--- src/rtl/traffic_mode_ctrl.sv ---
// Traffic mode selector: picks DAY/NIGHT/PED/EMG from latched pedestrian requests,
// emergency requests and a debounced day/night flag; all outputs are registered.
module traffic_mode_ctrl #(
  parameter int NUM_PED    = 4,
  parameter int CNT_W      = 8,
  parameter int MIN_DWELL  = 16,
  parameter int PED_CYCLES = 32,
  parameter int EMG_HOLD   = 8,
  parameter int DN_FILT    = 4
) (
  input  logic               clk,
  input  logic               rst,
  input  logic [NUM_PED-1:0] ped_req,
  input  logic               emg_req,
  input  logic               day_time,
  output logic [1:0]         mode,
  output logic [NUM_PED-1:0] ped_pending,
  output logic [NUM_PED-1:0] ped_served,
  output logic               mode_change,
  output logic [CNT_W-1:0]   dwell_cnt
);

  typedef enum logic [1:0] {
    MODE_DAY   = 2'b00,
    MODE_NIGHT = 2'b01,
    MODE_PED   = 2'b10,
    MODE_EMG   = 2'b11
  } mode_e;

  localparam int CNT_MAX = (1 << CNT_W) - 1;

  if (MIN_DWELL < 1 || MIN_DWELL > CNT_MAX || PED_CYCLES < 1 || PED_CYCLES > CNT_MAX ||
      EMG_HOLD < 1 || EMG_HOLD > CNT_MAX || DN_FILT < 1 || DN_FILT > CNT_MAX) begin : g_param_err
    $error("traffic_mode_ctrl: timing parameters must lie in 1..2^CNT_W-1");
  end

  localparam logic [CNT_W-1:0] DWELL_MIN_C = CNT_W'(MIN_DWELL - 1);
  localparam logic [CNT_W-1:0] PED_LAST_C  = CNT_W'(PED_CYCLES - 1);
  localparam logic [CNT_W-1:0] HOLD_LOAD_C = CNT_W'(EMG_HOLD - 1);
  localparam logic [CNT_W-1:0] FILT_LAST_C = CNT_W'(DN_FILT - 1);
  localparam logic [CNT_W-1:0] ONE_C       = CNT_W'(1);
  localparam logic [CNT_W-1:0] ZERO_C      = {CNT_W{1'b0}};
  localparam logic [CNT_W-1:0] SAT_C       = {CNT_W{1'b1}};

  mode_e              mode_q, mode_d;
  logic               dn_flag_q, dn_flag_d;
  logic [CNT_W-1:0]   filt_q, filt_d;
  logic [CNT_W-1:0]   hold_q, hold_d;
  logic [CNT_W-1:0]   dwell_q, dwell_d;
  logic [NUM_PED-1:0] pending_q, pending_d;
  logic [NUM_PED-1:0] served_pulse_q, served_pulse_d;
  logic [NUM_PED-1:0] served_q, served_d;
  logic               change_q, change_d;

  logic               dwell_ok_s;
  logic               pend_any_s;
  logic               ped_enter_s;
  logic [NUM_PED-1:0] pend_all_s;
  mode_e              dn_mode_s;

  // Next-state: day/night filter, mode selection, counters and request bookkeeping.
  always_comb begin
    dn_flag_d      = dn_flag_q;
    filt_d         = ZERO_C;
    hold_d         = hold_q;
    mode_d         = mode_q;
    dwell_d        = dwell_q;
    pending_d      = pending_q;
    served_pulse_d = {NUM_PED{1'b0}};
    served_d       = served_q;
    change_d       = 1'b0;

    dwell_ok_s = (dwell_q >= DWELL_MIN_C);
    pend_any_s = (pending_q != {NUM_PED{1'b0}});
    pend_all_s = pending_q | ped_req;
    dn_mode_s  = dn_flag_q ? MODE_DAY : MODE_NIGHT;

    if (day_time != dn_flag_q) begin
      if (filt_q == FILT_LAST_C) begin
        dn_flag_d = ~dn_flag_q;
        filt_d    = ZERO_C;
      end else begin
        filt_d = filt_q + ONE_C;
      end
    end else begin
      filt_d = ZERO_C;
    end

    if (emg_req) begin
      hold_d = HOLD_LOAD_C;
    end else if (hold_q != ZERO_C) begin
      hold_d = hold_q - ONE_C;
    end else begin
      hold_d = hold_q;
    end

    if (emg_req) begin
      mode_d = MODE_EMG;
    end else begin
      case (mode_q)
        MODE_DAY: begin
          if (pend_any_s && dwell_ok_s)     mode_d = MODE_PED;
          else if (!dn_flag_q && dwell_ok_s) mode_d = MODE_NIGHT;
          else                               mode_d = MODE_DAY;
        end
        MODE_NIGHT: begin
          if (pend_any_s && dwell_ok_s)     mode_d = MODE_PED;
          else if (dn_flag_q && dwell_ok_s) mode_d = MODE_DAY;
          else                              mode_d = MODE_NIGHT;
        end
        MODE_PED: begin
          if (dwell_q == PED_LAST_C) mode_d = dn_mode_s;
          else                       mode_d = MODE_PED;
        end
        MODE_EMG: begin
          if (hold_q != ZERO_C)  mode_d = MODE_EMG;
          else if (pend_any_s)   mode_d = MODE_PED;
          else                   mode_d = dn_mode_s;
        end
        default: mode_d = MODE_DAY;
      endcase
    end

    change_d = (mode_d != mode_q);
    if (change_d) begin
      dwell_d = ZERO_C;
    end else if (dwell_q != SAT_C) begin
      dwell_d = dwell_q + ONE_C;
    end else begin
      dwell_d = dwell_q;
    end

    // An EMG abort of PED hands the granted channels back so they are served next time.
    ped_enter_s = (mode_d == MODE_PED) && (mode_q != MODE_PED);
    if (ped_enter_s) begin
      served_pulse_d = pend_all_s;
      served_d       = pend_all_s;
      pending_d      = {NUM_PED{1'b0}};
    end else if (mode_q == MODE_PED && mode_d == MODE_EMG) begin
      pending_d = pend_all_s | served_q;
    end else begin
      pending_d = pend_all_s;
    end
  end

  // State and output registers.
  always_ff @(posedge clk or posedge rst) begin
    if (rst) begin
      mode_q         <= MODE_DAY;
      dn_flag_q      <= 1'b1;
      filt_q         <= ZERO_C;
      hold_q         <= ZERO_C;
      dwell_q        <= ZERO_C;
      pending_q      <= {NUM_PED{1'b0}};
      served_pulse_q <= {NUM_PED{1'b0}};
      served_q       <= {NUM_PED{1'b0}};
      change_q       <= 1'b0;
    end else begin
      mode_q         <= mode_d;
      dn_flag_q      <= dn_flag_d;
      filt_q         <= filt_d;
      hold_q         <= hold_d;
      dwell_q        <= dwell_d;
      pending_q      <= pending_d;
      served_pulse_q <= served_pulse_d;
      served_q       <= served_d;
      change_q       <= change_d;
    end
  end

  assign mode        = mode_q;
  assign ped_pending = pending_q;
  assign ped_served  = served_pulse_q;
  assign mode_change = change_q;
  assign dwell_cnt   = dwell_q;

endmodule
--- config.mk ---
export PLATFORM = sky130hd
export DESIGN_NAME = traffic_mode_ctrl
export DESIGN_NICKNAME = d
export VERILOG_FILES = /design/src/rtl/traffic_mode_ctrl.sv
export SDC_FILE = /design/constraint.sdc
export NUM_CORES = 1
export LEC_CHECK = 0
export CAP_MARGIN = 20
export CORE_MARGIN = 2
export CORE_UTILIZATION = 58
export CTS_BUF_LIST = sky130_fd_sc_hd__clkbuf_8 sky130_fd_sc_hd__clkbuf_16
export DETAILED_ROUTE_END_ITERATION = 8
export PLACE_DENSITY = 0.92
export SLEW_MARGIN = 5
export SYNTH_ARGS = -nofsm -noshare
export SYNTH_HDL_FRONTEND = slang
export SYNTH_SLANG_ARGS = --single-unit
--- constraint.sdc ---
create_clock -name clk -period 5.3 [get_ports clk]
set_input_delay 1.06 -clock clk [delete_from_list [all_inputs] [get_ports clk]]
set_output_delay 1.06 -clock clk [all_outputs]
set_load 0.1 [all_outputs]
==> impl_metrics.ini <==
[yosys]
synthesis.area_um2 = 1940
ys_ff_latch = 40
synth-xor-area-share = 0.0633
yosysWarnings = 0
yosysSeqAreaShare = 0.517
syn_inst = 188
ys_async_sr_fraction = 1.00
synthSimpleGateAreaFrac = 0.236
syn_area_per_cell_um2 = 10.3
synth_top_family_by_area = simple AND/OR/NAND/NOR gates
synth_edf_count = 0
syn_nets = 200
synth_compound_area_frac = 0.0762
synth-main-ff-cell = dfrtp_1
synthAdderAreaFrac = 0.0258
muxShareOfSynthArea = 0.0446
synth.distinct_cells = 42

[power]
ir_drop_uv = 258
p_comb_frac = 0.431
p_sw_frac = 0.466
seq_power_share = 0.392
p_switching_mw = 0.495
p_leak_nw = 1.02
clkPwrFrac = 0.177
intPower_mw = 0.567
power.density_nw_per_um2 = 460

[clocking]
cts_setup_buffers = 0
cts_root_buf = clkbuf_8
cts_tree = yes
cts_buffer_depth = 2
numCtsBuffers = 5
clkTransAtPathRegs_ns = 0.07
post_cts_resized = 0
h-tree-depth = 2
insertion_delay_ns = 0.29
cts_hold_buf = 0
clock_sinks = 40

[critical_path]
crit_arrival_ns = 1.99
cp_top_family = buffers and inverters
path_buf_inv = 1
start_kind = register
cp-end-kind = output port
criticalPathCategory = register to output port
slowest_delay_ns = 1.21
cp_data_required_time_ns = 4.24
slowest_stage = clkdlybuf4s50_1
worstPathMaxFanout = 9
path_cells = clkdlybuf4s50_1

[sta]
setup_violations = 0
hold-worst-slack_ns = 0.518
slew-limit-headroom = 0.327
finalClockSkew_ns = 0.00772
max_freq_mhz = 328
fin_tns_setup_ns = 0
period_share = 0.575
drv_slew = 0
worst_pin_slew_ns = 1.01
hold_viol_final = 0
finalCriticalPeriod_ns = 3.05
rsz0062_at_grt = false

[layout]
fill_cells = 229
synthToLayoutAreaGrowth_pct = 19.1
final_common_cell = dfrtp_1
layout_common_cells = dfrtp_1, clkdlybuf4s50_1, nor2_1, nand2_1, inv_1
fin_nets = 230
drive_gt1_frac = 0.0868
n_antenna_cell = 0

[min_path]
hold_path_class = register to register

[global_route]
antenna_found_initial = 0
grt_pass1_vias = 1402
grt_util_all_layers = 0.225
grt_overflow = 0
grt_pass1_wl_um = 6280
grt_max_degree = 41

[detailed_routing]
wl_um = 3640
vias = 1478
avgRoutedWirePerCell_um = 13.8
drtIter0Drc = 128
vias_per_cell = 5.62
ant_nets = 0
dr.pass1.iters = 4
drc_errors = 0

[placed_design]
portBuffers = 26
dp_hpwl_um = 2610
gp_congestion = 0.881

[floorplanning]
pin_count = 27
initial_utilization = 0.624
placementRows = 20
die_h_um = 61.8
design.core.area_um2 = 3100
die_area_um2 = 3820
die_width_um = 61.8

[run]
maxCapViolations = 0

[outcome]
status = complete, no violations
[final timing paths]
path                          endpoint  cells past startpoint        start  slack [ns]
setup / recovery               mode[1]                      1      mode[1]        2.25
hold / removal             served_q[2]                      2  served_q[2]        0.52
setup reg to reg           mode_change                      6    hold_q[2]        2.68
hold reg to reg            served_q[2]                      2  served_q[2]        0.52
max in group asynchronous    dn_flag_q                      3          rst        3.75
min in group asynchronous    filt_q[5]                      3          rst        1.20
[routing by layer]
metal,up-vias,track usage,part of all wire,wire (µm)
li1,714,-,-,-
met1,705,0.299,0.44,1600
met2,51,0.365,0.49,1790
met3,8,0.0621,0.055,202
met4,0,0.0608,0.014,51
met5,-,0,0,0
[area by class of cell]
cell class | instances | area (µm²) | area share
inverters | 10 | 37.5 | 0.0163
flip-flops and latches | 40 | 1000 | 0.434
repair buffers | 27 | 268 | 0.116
clock inverters | 3 | 12.5 | 0.00542
well taps | 44 | 55.1 | 0.0239
clock buffers | 5 | 68.8 | 0.0298
multi-input cells | 134 | 863 | 0.374
[sequential cells by signal, indices dropped and copies added (netlist names)]
signal       count
hold_q           8
dwell_cnt        8
dn_flag_q        1
mode             2
mode_change      1
served_q         4
ped_served       4
ped_pending      4
filt_q           8
[synthesized netlist by cell type, drive strengths merged, types with 2 or more instances]
| library cell | n | area share |
|---|---|---|
| dfrtp | 39 | 0.50 |
| nor2 | 22 | 0.043 |
| nand2 | 17 | 0.033 |
| inv | 10 | 0.019 |
| nor3 | 10 | 0.026 |
| a21oi | 9 | 0.023 |
| nand3 | 9 | 0.023 |
| xor2 | 9 | 0.041 |
| mux2i | 6 | 0.031 |
| and3 | 5 | 0.019 |
| nor4 | 5 | 0.026 |
| o21ai | 5 | 0.013 |
| xnor2 | 5 | 0.023 |
| ha | 4 | 0.026 |
| nand4 | 4 | 0.013 |
| and2b | 2 | 0.0077 |
| buf | 2 | 0.014 |
| clkbuf | 2 | 0.0039 |
| mux2 | 2 | 0.014 |
| nand2b | 2 | 0.0065 |
| nor2b | 2 | 0.0065 |
[power groups by stage]
stage                     clock, mW  combinational, mW  sequential, mW
after detailed placement          0              0.457           0.421
after floorplan                   0              0.136           0.630
after global placement            0              0.447           0.418
final                         0.187              0.458           0.416
after global routing          0.202              0.491           0.427
after CTS                     0.191              0.459           0.415
[logic make-up (layout without fill, tap and decap cells)]
logic type,count (synthesis),count (layout)
AO/OA/AOI/OAI,22,22
XOR/XNOR,14,14
adder cells (fa/ha/maj),4,4
buffers and inverters,14,45
flip-flops,40,40
multiplexers,8,8
AND/OR/NAND/NOR,86,86
[per-stage QoR]
stage | setup slack (ns) | util | cell area [µm²] | instances | total power [mW]
6_report | 2.25 | 0.744 | 2310 | 263 | 1.06
5_1_grt | 2.19 | 0.744 | 2310 | 263 | 1.12
4_1_cts | 2.24 | 0.744 | 2310 | 263 | 1.06
3_5_place_dp | 2.41 | 0.717 | 2230 | 255 | 0.878
3_3_place_gp | 2.45 | 0.717 | 2230 | 255 | 0.864
2_1_floorplan | 2.38 | - | 1940 | 188 | 0.766
Note: power is estimated with default switching activity, not from simulation.
